File: src/rtl/sim_run_controller.sv
// Run controller for the Computer simulation: sequences core reset, counts RUN cycles and
// ends the run on tohost store, PC stall or timeout. Optional self-finish: SIM_RUN_CTRL_FINISH_EN.
module sim_run_controller #(
   parameter int unsigned           RESET_CYCLES   = 4,
   parameter int unsigned           TIMEOUT_CYCLES = 250,
   parameter int unsigned           STALL_LIMIT    = 16,
   parameter int unsigned           ADDR_WIDTH     = 32,
   parameter int unsigned           DATA_WIDTH     = 32,
   parameter int unsigned           CNT_WIDTH      = 32,
   parameter logic [ADDR_WIDTH-1:0] TOHOST_ADDR    = 32'h0000_1000
) (
   input  logic                  clock,
   input  logic                  reset,
   input  logic [ADDR_WIDTH-1:0] pc,
   input  logic                  mem_we,
   input  logic [ADDR_WIDTH-1:0] mem_addr,
   input  logic [DATA_WIDTH-1:0] mem_wdata,
   output logic                  core_reset,
   output logic                  running,
   output logic                  done,
   output logic                  pass,
   output logic [2:0]            status,
   output logic [DATA_WIDTH-2:0] fail_code,
   output logic [CNT_WIDTH-1:0]  cycle_count
);

   localparam int unsigned HOLD_W  = (RESET_CYCLES > 1) ? $clog2(RESET_CYCLES) : 1;
   localparam int unsigned STALL_W = $clog2(STALL_LIMIT);

   localparam logic [HOLD_W-1:0]    HOLD_LAST    = HOLD_W'(RESET_CYCLES - 1);
   localparam logic [STALL_W-1:0]   STALL_LAST   = STALL_W'(STALL_LIMIT - 1);
   localparam logic [CNT_WIDTH-1:0] TIMEOUT_LAST = CNT_WIDTH'(TIMEOUT_CYCLES - 1);

   typedef enum logic [2:0] {
      S_HOLD    = 3'd0,
      S_RUN     = 3'd1,
      S_PASS    = 3'd2,
      S_FAIL    = 3'd3,
      S_HALT    = 3'd4,
      S_TIMEOUT = 3'd5
   } state_t;

   state_t                state;
   state_t                run_next;
   logic [HOLD_W-1:0]     hold_cnt;
   logic [STALL_W-1:0]    stall_cnt;
   logic [ADDR_WIDTH-1:0] last_pc;

   logic                  tohost_hit;
   logic                  pc_same;
   logic                  stall_fire;
   logic                  timeout_fire;
   logic [DATA_WIDTH-2:0] store_code;
   logic [CNT_WIDTH-1:0]  cycle_inc;

   assign store_code   = mem_wdata[DATA_WIDTH-1:1];
   assign tohost_hit   = mem_we && (mem_addr == TOHOST_ADDR) && mem_wdata[0];
   assign pc_same      = (pc == last_pc);
   assign stall_fire   = pc_same && (stall_cnt == STALL_LAST);
   assign timeout_fire = (cycle_count == TIMEOUT_LAST);
   assign cycle_inc    = (&cycle_count) ? cycle_count : cycle_count + CNT_WIDTH'(1);

   // Event priority: tohost store beats stall, stall beats timeout.
   always_comb begin
      run_next = S_RUN;
      if (tohost_hit) begin
         run_next = (store_code == '0) ? S_PASS : S_FAIL;
      end else if (stall_fire) begin
         run_next = S_HALT;
      end else if (timeout_fire) begin
         run_next = S_TIMEOUT;
      end
   end

   always_ff @(posedge clock or negedge reset) begin
      if (!reset) begin
         state       <= S_HOLD;
         hold_cnt    <= '0;
         stall_cnt   <= '0;
         last_pc     <= '0;
         cycle_count <= '0;
         fail_code   <= '0;
         core_reset  <= 1'b1;
         running     <= 1'b0;
         done        <= 1'b0;
         pass        <= 1'b0;
         status      <= 3'd0;
      end else begin
         case (state)
            S_HOLD: begin
               // last_pc follows pc during HOLD so a pc parked from the start stalls from RUN edge 1.
               last_pc <= pc;
               if (hold_cnt == HOLD_LAST) begin
                  state      <= S_RUN;
                  core_reset <= 1'b0;
                  running    <= 1'b1;
                  status     <= S_RUN;
               end else begin
                  hold_cnt <= hold_cnt + HOLD_W'(1);
               end
            end
            S_RUN: begin
               cycle_count <= cycle_inc;
               last_pc     <= pc;
               if (!pc_same) begin
                  stall_cnt <= '0;
               end else if (!stall_fire) begin
                  stall_cnt <= stall_cnt + STALL_W'(1);
               end
               state  <= run_next;
               status <= run_next;
               if (run_next != S_RUN) begin
                  running <= 1'b0;
                  done    <= 1'b1;
                  pass    <= (run_next == S_PASS);
               end
               if (run_next == S_FAIL) begin
                  fail_code <= store_code;
               end
            end
            default: begin
               // Terminal states hold everything until reset.
            end
         endcase
      end
   end

`ifdef SIM_RUN_CTRL_FINISH_EN
   logic done_d;

   function automatic string status_name(input logic [2:0] code);
      case (code)
         3'd0:    return "HOLD";
         3'd1:    return "RUN";
         3'd2:    return "PASS";
         3'd3:    return "FAIL";
         3'd4:    return "HALT";
         3'd5:    return "TIMEOUT";
         default: return "UNKNOWN";
      endcase
   endfunction

   always_ff @(posedge clock or negedge reset) begin
      if (!reset) begin
         done_d <= 1'b0;
      end else begin
         done_d <= done;
      end
   end

   always @(posedge clock) begin
      if (reset && done && !done_d) begin
         $display("sim_run_controller: %s cycles=%0d fail_code=%0d",
                  status_name(status), cycle_count, fail_code);
         $finish;
      end
   end
`endif

endmodule

File: config.mk
export PLATFORM = sky130hd
export DESIGN_NAME = sim_run_controller
export DESIGN_NICKNAME = d
export VERILOG_FILES = /design/src/rtl/sim_run_controller.sv
export SDC_FILE = /design/constraint.sdc
export NUM_CORES = 1
export LEC_CHECK = 0
export BUFFER_PORTS_ARGS = -buffer_cell sky130_fd_sc_hd__buf_2
export CAP_MARGIN = 20
export CORE_ASPECT_RATIO = 1.75
export CORE_MARGIN = 2
export CORE_UTILIZATION = 35
export DETAILED_ROUTE_END_ITERATION = 10
export MAX_ROUTING_LAYER = met4
export SETUP_SLACK_MARGIN = 0.02
export SLEW_MARGIN = 10
export SYNTH_ARGS = -nofsm -noshare
export SYNTH_HDL_FRONTEND = slang
export SYNTH_SLANG_ARGS = --single-unit
File: constraint.sdc
create_clock -name clock -period 3.2 [get_ports clock]
set_input_delay 0 -clock clock [delete_from_list [all_inputs] [get_ports clock]]
set_output_delay 0 -clock clock [all_outputs]
set_load 0.05 [all_outputs]
==> impl_results.md, run 1 <==
- Status: finished clean
- Slew of the pin with the lowest slew margin: 875.6 ps
- Post-Syn Nets: 510
- Global-route wire length before repair: 20.39 mm
- Clock power share: 41.9%
- Largest family of logic cells by synthesized area: simple AND/OR/NAND/NOR gates
- CP Capture Type: flop
- Nature of the critical path startpoint: flop
- Die ar.: 15290 sq um
- Period utilisation layout: 69.51%
- Fin Clk Skew: 12.50 ps
- Slew headroom: 41.35%
- Die width: 94.34 um
- Commonest cells after routing, fill and taps aside: buf_2, dfrtp_1, dlygate4sd3_1
- GRT Overall Usage: 17.84%
- Commonest non-fill, non-tap cell in the layout: buf_2
- Hold slack: 158.0 ps
- FF+latch area: 2704 sq um
- Max cap viols: 0
- Latest clock arrival within the worst-skew pair: 350 ps
- Total chip power: 2.790 mW
- Layout cells sized above 1: 39.72%
- Die height: 162.1 um
- # clock sinks: 108
- Crit-path max FO: 7
- NetSw: 0.6375 mW
- CTS Buf Count: 9
- Simple-gate share of the synthesized area: 14.79%
- Sw Ratio: 22.85%
- Boundary Pins: 169
- Wirelength per Cell: 15.81 um
- Post-placement cell area: 6033 sq um
- R2R setup slack: 980 ps
- Final setup fails: 0
- Hold Crit Class: in2reg
- Post-Syn Instances: 407
- Final nets: 745
- Data arrival, critical path: 2460 ps
- Count of final hold-check violations: 0
- Vias in the first global route: 4173
- CTS tree: done
- Synth-to-layout area growth: 39.70%
- Fillers: 1284
- Sequential power share: 50.1%
- Port bufs: 168
- Syn Area/Cell: 12.28 sq um
- Core Area: 13910 sq um
- Post-synthesis adder-cell area fraction: 1.001%
- CTS resizes: 0
- Largest net degree at the start of global routing: 59
- Fmax: 449.6 MHz
- Bufs on Longest Clock Path: 2
- DRC violations left: 0
- Htree depth: 3
- Vias/cell: 4.979
- Placed wire-length estimate: 9.348 mm
- Synth Area in Compound Gates: 2.678%
- CTS root buf: clkbuf_16
- FP Rows: 57
- Post-synthesis mux area share: 14.64%
- Post-Synth XOR/XNOR Area: 11.04%
- RSZ-0062 raised after global routing: no
- Non-Filler Cell Area, Final: 6983 sq um
- Comb pwr share: 8.0%
- Vias: 4103
- Mapped cell area: 4999 sq um
- Ant diodes: 0
- Kind of critical path: reg2reg
- Setup TNS: 0 ps
- Yosys reg bits: 108
- Post-Route WL: 13.03 mm
- Synth Warn #: 0
- Total grt overflow: 0
- Max Slew Vio Count: 0
- Placer congestion estimate: 0.7766
- Leakage: 3.469 nW
- Yosys cell types: 43
- Pre-antenna DRT Iters: 4
- Initial core utilization: 35.94%
- PwrDens: 399.6 nW/um^2
- Initial antenna violation count: 0
- Multi-input gate area in the final layout: 2207 sq um
- Critical Path RT: 3430 ps
- Pint: 2.153 mW
- Reg clk slew, reported paths: 80 ps
- Routed Antenna Nets: 0
- Initial drt markers: 119
- Sequential share of the synthesized area: 54.09%
- Minimum clock period: 2224 ps
- Peak VDD IR: 0.2312 mV
Yosys cell counts:
| cell | number | area [sq um] |
|---|---|---|
| mux2_2 | 62 | 698.2 |
| and3_1 | 7 | 43.79 |
| clkbuf_1 | 4 | 15.01 |
| xor2_1 | 46 | 402.9 |
| or3_1 | 2 | 12.51 |
| and3b_1 | 1 | 8.760 |
| nand2_2 | 1 | 6.260 |
| dfstp_2 | 1 | 26.28 |
| nor3_1 | 6 | 30.03 |
| a31o_2 | 2 | 17.52 |
| nor4b_1 | 4 | 35.03 |
| buf_1 | 3 | 11.26 |
| buf_2 | 1 | 5.000 |
| a31oi_1 | 1 | 6.260 |
| inv_1 | 6 | 22.52 |
| mux2_1 | 3 | 33.78 |
| nor3_4 | 1 | 16.27 |
| nand2b_1 | 2 | 12.51 |
| a21o_1 | 1 | 7.510 |
| or3_4 | 1 | 11.26 |
| nor2b_1 | 1 | 6.260 |
| nand2_1 | 13 | 48.80 |
| nand4b_1 | 1 | 8.760 |
| o31ai_1 | 2 | 15.01 |
| nor3_2 | 1 | 10.01 |
| dfrtp_1 | 107 | 2678 |
| nor2_1 | 21 | 78.83 |
| or4_1 | 1 | 7.510 |
| nand3b_1 | 1 | 7.510 |
| buf_6 | 3 | 33.78 |
| and2_1 | 1 | 6.260 |
| o21ai_0 | 5 | 25.02 |
| ha_1 | 4 | 50.05 |
| nand3_1 | 17 | 85.08 |
| nor2_4 | 1 | 11.26 |
| and4_1 | 2 | 17.52 |
| nand4_1 | 17 | 106.4 |
| nor4_1 | 27 | 168.9 |
| o21a_1 | 2 | 15.01 |
| a21oi_1 | 6 | 30.03 |
| a2bb2oi_1 | 1 | 8.760 |
| xnor2_1 | 17 | 148.9 |
| a22o_1 | 1 | 8.760 |
worst paths after layout:
path / depth (start not counted) / from / to
setup / recovery: 6 / cycle_count[23] / cycle_count[18]
hold / removal: 5 / mem_addr[7] / state[1]
setup reg to reg: 6 / cycle_count[23] / cycle_count[18]
hold reg to reg: 1 / done / done
max in group asynchronous: 3 / reset / core_reset
min in group asynchronous: 2 / reset / cycle_count[11]
logic make-up after synthesis:
logic type | Yosys count
xor gates and xnor gates | 63
adders and majority gates | 4
muxes | 65
DFF | 108
buffers and inverters | 17
and+or+nand+nor | 129
AOI/OAI and AO/OA | 21
cell type report:
| cell class | count | area share [%] |
|---|---|---|
| clock buffer | 10 | 3.422 |
| tap | 177 | 3.171 |
| timing repair buffer | 235 | 21.75 |
| sequential | 108 | 38.72 |
| multi-input combinational | 282 | 31.61 |
| clock inverter | 6 | 1.003 |
| inverter | 6 | 0.3225 |
state kept, by name, indices dropped and copies added (netlist names):
register     count
cycle_count     32
last_pc         32
fail_code       31
stall_cnt        4
state            3
hold_cnt         2
core_reset       1
done             1
pass             1
running          1
through the flow:
step / utilization (%) / worst slack [ps] / std cells
floorplan: - / 1006 / 407
global placement: 43.38 / 989.9 / 744
detailed placement: 43.38 / 988.8 / 744
CTS: 50.21 / 985.4 / 824
global route: 50.21 / 755.7 / 824
finish: 50.21 / 975.7 / 824
what timing repair did:
item,CTS,global route
buffers inserted,0,0
hold endpoints to repair,113,0
hold buffers,64,0
routing by layer:
layer	track usage [%]	wire (um)	vias up
met5	-	0	-
met4	7.708	304	0
met3	2.319	710	19
met2	33.44	7338	137
met1	18.07	4674	2006
li1	-	-	1941
power groups by stage:
stage / Clock, mW / Combinational (mW) / Sequential, mW
CTS: 1.20 / 0.227 / 1.40
global route: 1.26 / 0.248 / 1.40
global placement: 0 / 0.161 / 1.42
finish: 1.17 / 0.224 / 1.40
detailed placement: 0 / 0.165 / 1.42
floorplan: 0 / 0.0507 / 1.42
worst max-delay path, cell delays in order, from the launching register on:
cell and delay, ps:
dfrtp_1 460, and4_1 300, and4_1 260, nand4_1 160, o21ai_0 620, nor3_1 130
xor2_1 170
Note: power is estimated with default switching activity, not from simulation.
==> run 2: changes to the inputs <==
--- a/config.mk
+++ b/config.mk
@@ -5,6 +5,7 @@
 export SDC_FILE = /design/constraint.sdc
 export NUM_CORES = 1
 export LEC_CHECK = 0
+export ABC_AREA = 1
 export BUFFER_PORTS_ARGS = -buffer_cell sky130_fd_sc_hd__buf_2
 export CAP_MARGIN = 20
 export CORE_ASPECT_RATIO = 1.75
==> constraint.sdc (replaced) <==
create_clock -name clock -period 2.1 [get_ports clock]
set_input_delay 0 -clock clock [delete_from_list [all_inputs] [get_ports clock]]
set_output_delay 0 -clock clock [all_outputs]
set_load 0.05 [all_outputs]
==> run 2 against run 1 <==
  * Critical path depth grew 4
  * Die area grew 20%
  * Register-to-register slack lost 760 ps
  * Clock skew shrank 3.2 ps
  * Global-route usage grew 2.4 points
  * Cell count grew 58%
  * Largest cell class is now multi-input gates
  * Largest power group unchanged
==> impl_results.md, run 2 <==
- Top cells by area, synth: dfrtp_1, nand2_1, inv_1 (was dfrtp_1, mux2_2, xor2_1)
- Yosys cell types: 33 (was 43)
- Worst-path cell chain: ha_1 -> nand3_1 -> inv_2 -> nand2_2 -> nor2_2 -> nand2_1 -> nand2_4 -> inv_2 -> nand2_1 -> xor2_1 (was and4_1 -> and4_1 -> nand4_1 -> o21ai_0 -> nor3_1 -> xor2_1)
- Max Slew Vio Count: 0 (unchanged)
- Slew headroom: 64.63% (was 41.35%)
- Leakage: 4.216 nW (was 3.469 nW)
- Reg2reg start: cycle_count[1] (was cycle_count[23])
- Crit-path max FO: 29 (was 7)
- Setup TNS: 0 ps (unchanged)
- Minimum clock period: 1889 ps (was 2224 ps)
- Slowest-stage cell, CP: dfrtp_1 (was o21ai_0)
- Placer congestion estimate: 0.9883 (was 0.7766)
- CTS root buf: clkbuf_16 (unchanged)
- Vias in the first global route: 5831 (was 4173)
- Hold_sp: mem_we (was mem_addr[7])
- Nature of the critical path startpoint: flop (unchanged)
- Pre-antenna DRT Iters: 4 (unchanged)
- Crit path largest cell delay: 430 ps (was 620 ps)
- Htree depth: 3 (unchanged)
- Bufs on Longest Clock Path: 2 (unchanged)
- Sequential share of the synthesized area: 44.62% (was 54.09%)
- Period utilisation layout: 89.95% (was 69.51%)
- Crit path from: cycle_count[1] (was cycle_count[23])
- Kind of critical path: reg2reg (unchanged)
- Commonest cells after routing, fill and taps aside: nand2_1, buf_2, inv_1 (was buf_2, dfrtp_1, dlygate4sd3_1)
- Hold Crit Class: in2reg (unchanged)
- Non-Filler Cell Area, Final: 8185 sq um (was 6983 sq um)
- R2R setup slack: 210 ps (was 980 ps)
- Post-placement cell area: 7259 sq um (was 6033 sq um)
- Initial antenna violation count: 0 (unchanged)
- RSZ-0062 raised after global routing: no (unchanged)
- Mapped cell area: 6060 sq um (was 4999 sq um)
- Boundary Pins: 169 (unchanged)
- Port bufs: 168 (unchanged)
- Commonest non-fill, non-tap cell in the layout: nand2_1 (was buf_2)
- Worst Hold Path EP: done (was state[1])
- Core Area: 16950 sq um (was 13910 sq um)
- Latest clock arrival within the worst-skew pair: 340 ps (was 350 ps)
- Placed wire-length estimate: 13.63 mm (was 9.348 mm)
- GRT Overall Usage: 20.29% (was 17.84%)
- Buf+Inv Stages, Crit Path: 2 (was 0)
- Die width: 103.5 um (was 94.34 um)
- Critical Path RT: 2330 ps (was 3430 ps)
- Ys flop type: dfrtp_1 (unchanged)
- Total grt overflow: 0 (unchanged)
- Initial core utilization: 35.75% (was 35.94%)
- Commonest cells post-synth: nand2_1, inv_1, dfrtp_1 (was dfrtp_1, mux2_2, xor2_1)
- Ys async rst share: 100.0% (unchanged)
- Vias: 5963 (was 4103)
- Count of final hold-check violations: 0 (unchanged)
- Slew of the pin with the lowest slew margin: 530.6 ps (was 875.6 ps)
- Die height: 178.1 um (was 162.1 um)
- DRC violations left: 0 (unchanged)
- Vias/cell: 4.583 (was 4.979)
- Post-Syn Instances: 826 (was 407)
- Post-synth top area cell: dfrtp_1 (unchanged)
- FP Rows: 63 (was 57)
- Synth-to-layout area growth: 35.08% (was 39.70%)
- CP top delay family: simple AND/OR/NAND/NOR gates (unchanged)
- Layout cells sized above 1: 21.23% (was 39.72%)
- Fin Clk Skew: 9.281 ps (was 12.50 ps)
- Post-Syn Nets: 929 (was 510)
- Most common cell in the netlist: nand2_1 (was dfrtp_1)
- Final setup fails: 0 (unchanged)
- CP Capture Type: flop (unchanged)
- CTS tree: done (unchanged)
- Max cap viols: 0 (unchanged)
- Final nets: 1172 (was 745)
- Ant diodes: 0 (unchanged)
- Worst-case reg-to-reg path depth: 10 (was 6)
- Largest net degree at the start of global routing: 63 (was 59)
- Synth Warn #: 0 (unchanged)
- Wirelength per Cell: 13.84 um (was 15.81 um)
- Die ar.: 18420 sq um (was 15290 sq um)
- Global-route wire length before repair: 27.83 mm (was 20.39 mm)
- Reg clk slew, reported paths: 80 ps (about the same)
- WHS Path Cells: 5 (unchanged)
- Initial drt markers: 195 (was 119)
- Routed Antenna Nets: 0 (unchanged)
- Post-Route WL: 18.01 mm (was 13.03 mm)
- Yosys reg bits: 108 (unchanged)
- Worst r2r dst: cycle_count[19] (was cycle_count[18])
- # clock sinks: 108 (unchanged)
- Syn Area/Cell: 7.336 sq um (was 12.28 sq um)
- Largest regs: cycle_count (32), last_pc (32), fail_code (31) (unchanged)
- Fmax: 529.4 MHz (was 449.6 MHz)
- CTS Buf Count: 9 (unchanged)
- Peak VDD IR: 0.3534 mV (was 0.2312 mV)
- PwrDens: 498.6 nW/um^2 (was 399.6 nW/um^2)
- Post-synth EDFFs: 0 (unchanged)
- Top-area cell type share of the netlist area: 44.19% (was 53.57%)
- Data arrival, critical path: 2120 ps (was 2460 ps)
- Status: finished clean (unchanged)
run 2: how the worst max path moves through the flow:
stage,to,cells past startpoint,slack [ps]
after global placement,cycle_count[19],10,240
after global routing,cycle_count[21],9,50
final,cycle_count[19],10,210
after detailed placement,cycle_count[19],10,210
after floorplan,cycle_count[13],12,50
after CTS,cycle_count[5],10,210
run 2: routing by layer:
metal	part of all wire, %	global-route usage, %	routed length [um]	vias to the layer above
li1	-	-	-	3048
met1	37	19.92	6586	2715
met2	55	37.42	9938	146
met3	3.2	2.821	577	54
met4	5.0	10.58	903	0
met5	0	-	0	-
run 2: layout make-up:
cell class,instances,area (sq um)
repair buffers,249,1649
multi-input cells,557,2723
flip-flops and latches,108,2704
clock inverters,6,46.29
inverters,144,540.5
fillers,1692,8762
well taps,227,284.0
clock buffers,10,239.0
run 2: where the power goes:
| group | leakage, nW | total, mW | internal (mW) | switching [mW] |
|---|---|---|---|---|
| combinational | 2.93 | 0.358 | 0.186 | 0.172 |
| sequential | 1.15 | 2.08 | 2.08 | 0 |
| clock | 0.135 | 1.65 | 0.847 | 0.798 |
| total | 4.22 | 4.08 | 3.11 | 0.971 |
run 2: what timing repair did:
item,CTS,global route
setup buffers,0,0
hold endpoints to repair,98,0
endpoints found under the setup margin,0,0
resized for setup,0,0
hold buffers,64,0
run 2: metrics by stage:
stage	utilization (%)	worst slack (ps)	std cells	hold WS [ps]	power, mW
5_1_grt	48.30	52.87	1301	159.8	4.257
4_1_cts	48.30	205.5	1301	123.1	4.153
6_report	48.30	211.1	1301	99.03	4.081
3_5_place_dp	42.84	212.0	1221	12.58	2.385
3_3_place_gp	42.84	236.9	1221	8.630	2.384
2_1_floorplan	-	51.02	826	-295.6	2.195
run 2: cells by family (layout without fill, tap and decap cells):
group,Yosys count,after routing,synth area share (%)
flops,108,108,44.62
xor+xnor,45,45,6.504
buf+inv,161,409,10.45
simple gates,435,435,31.03
compound gates,72,72,6.380
mux,1,1,0.1858
fa+ha+maj,4,4,0.8260
run 2: worst reg2reg max path: stages (launching register included):
cell	delay (ps)
dfrtp_1	430
ha_1	210
nand3_1	150
inv_2	60
nand2_2	70
nor2_2	50
nand2_1	100
nand2_4	50
inv_2	370
nand2_1	130
xor2_1	160
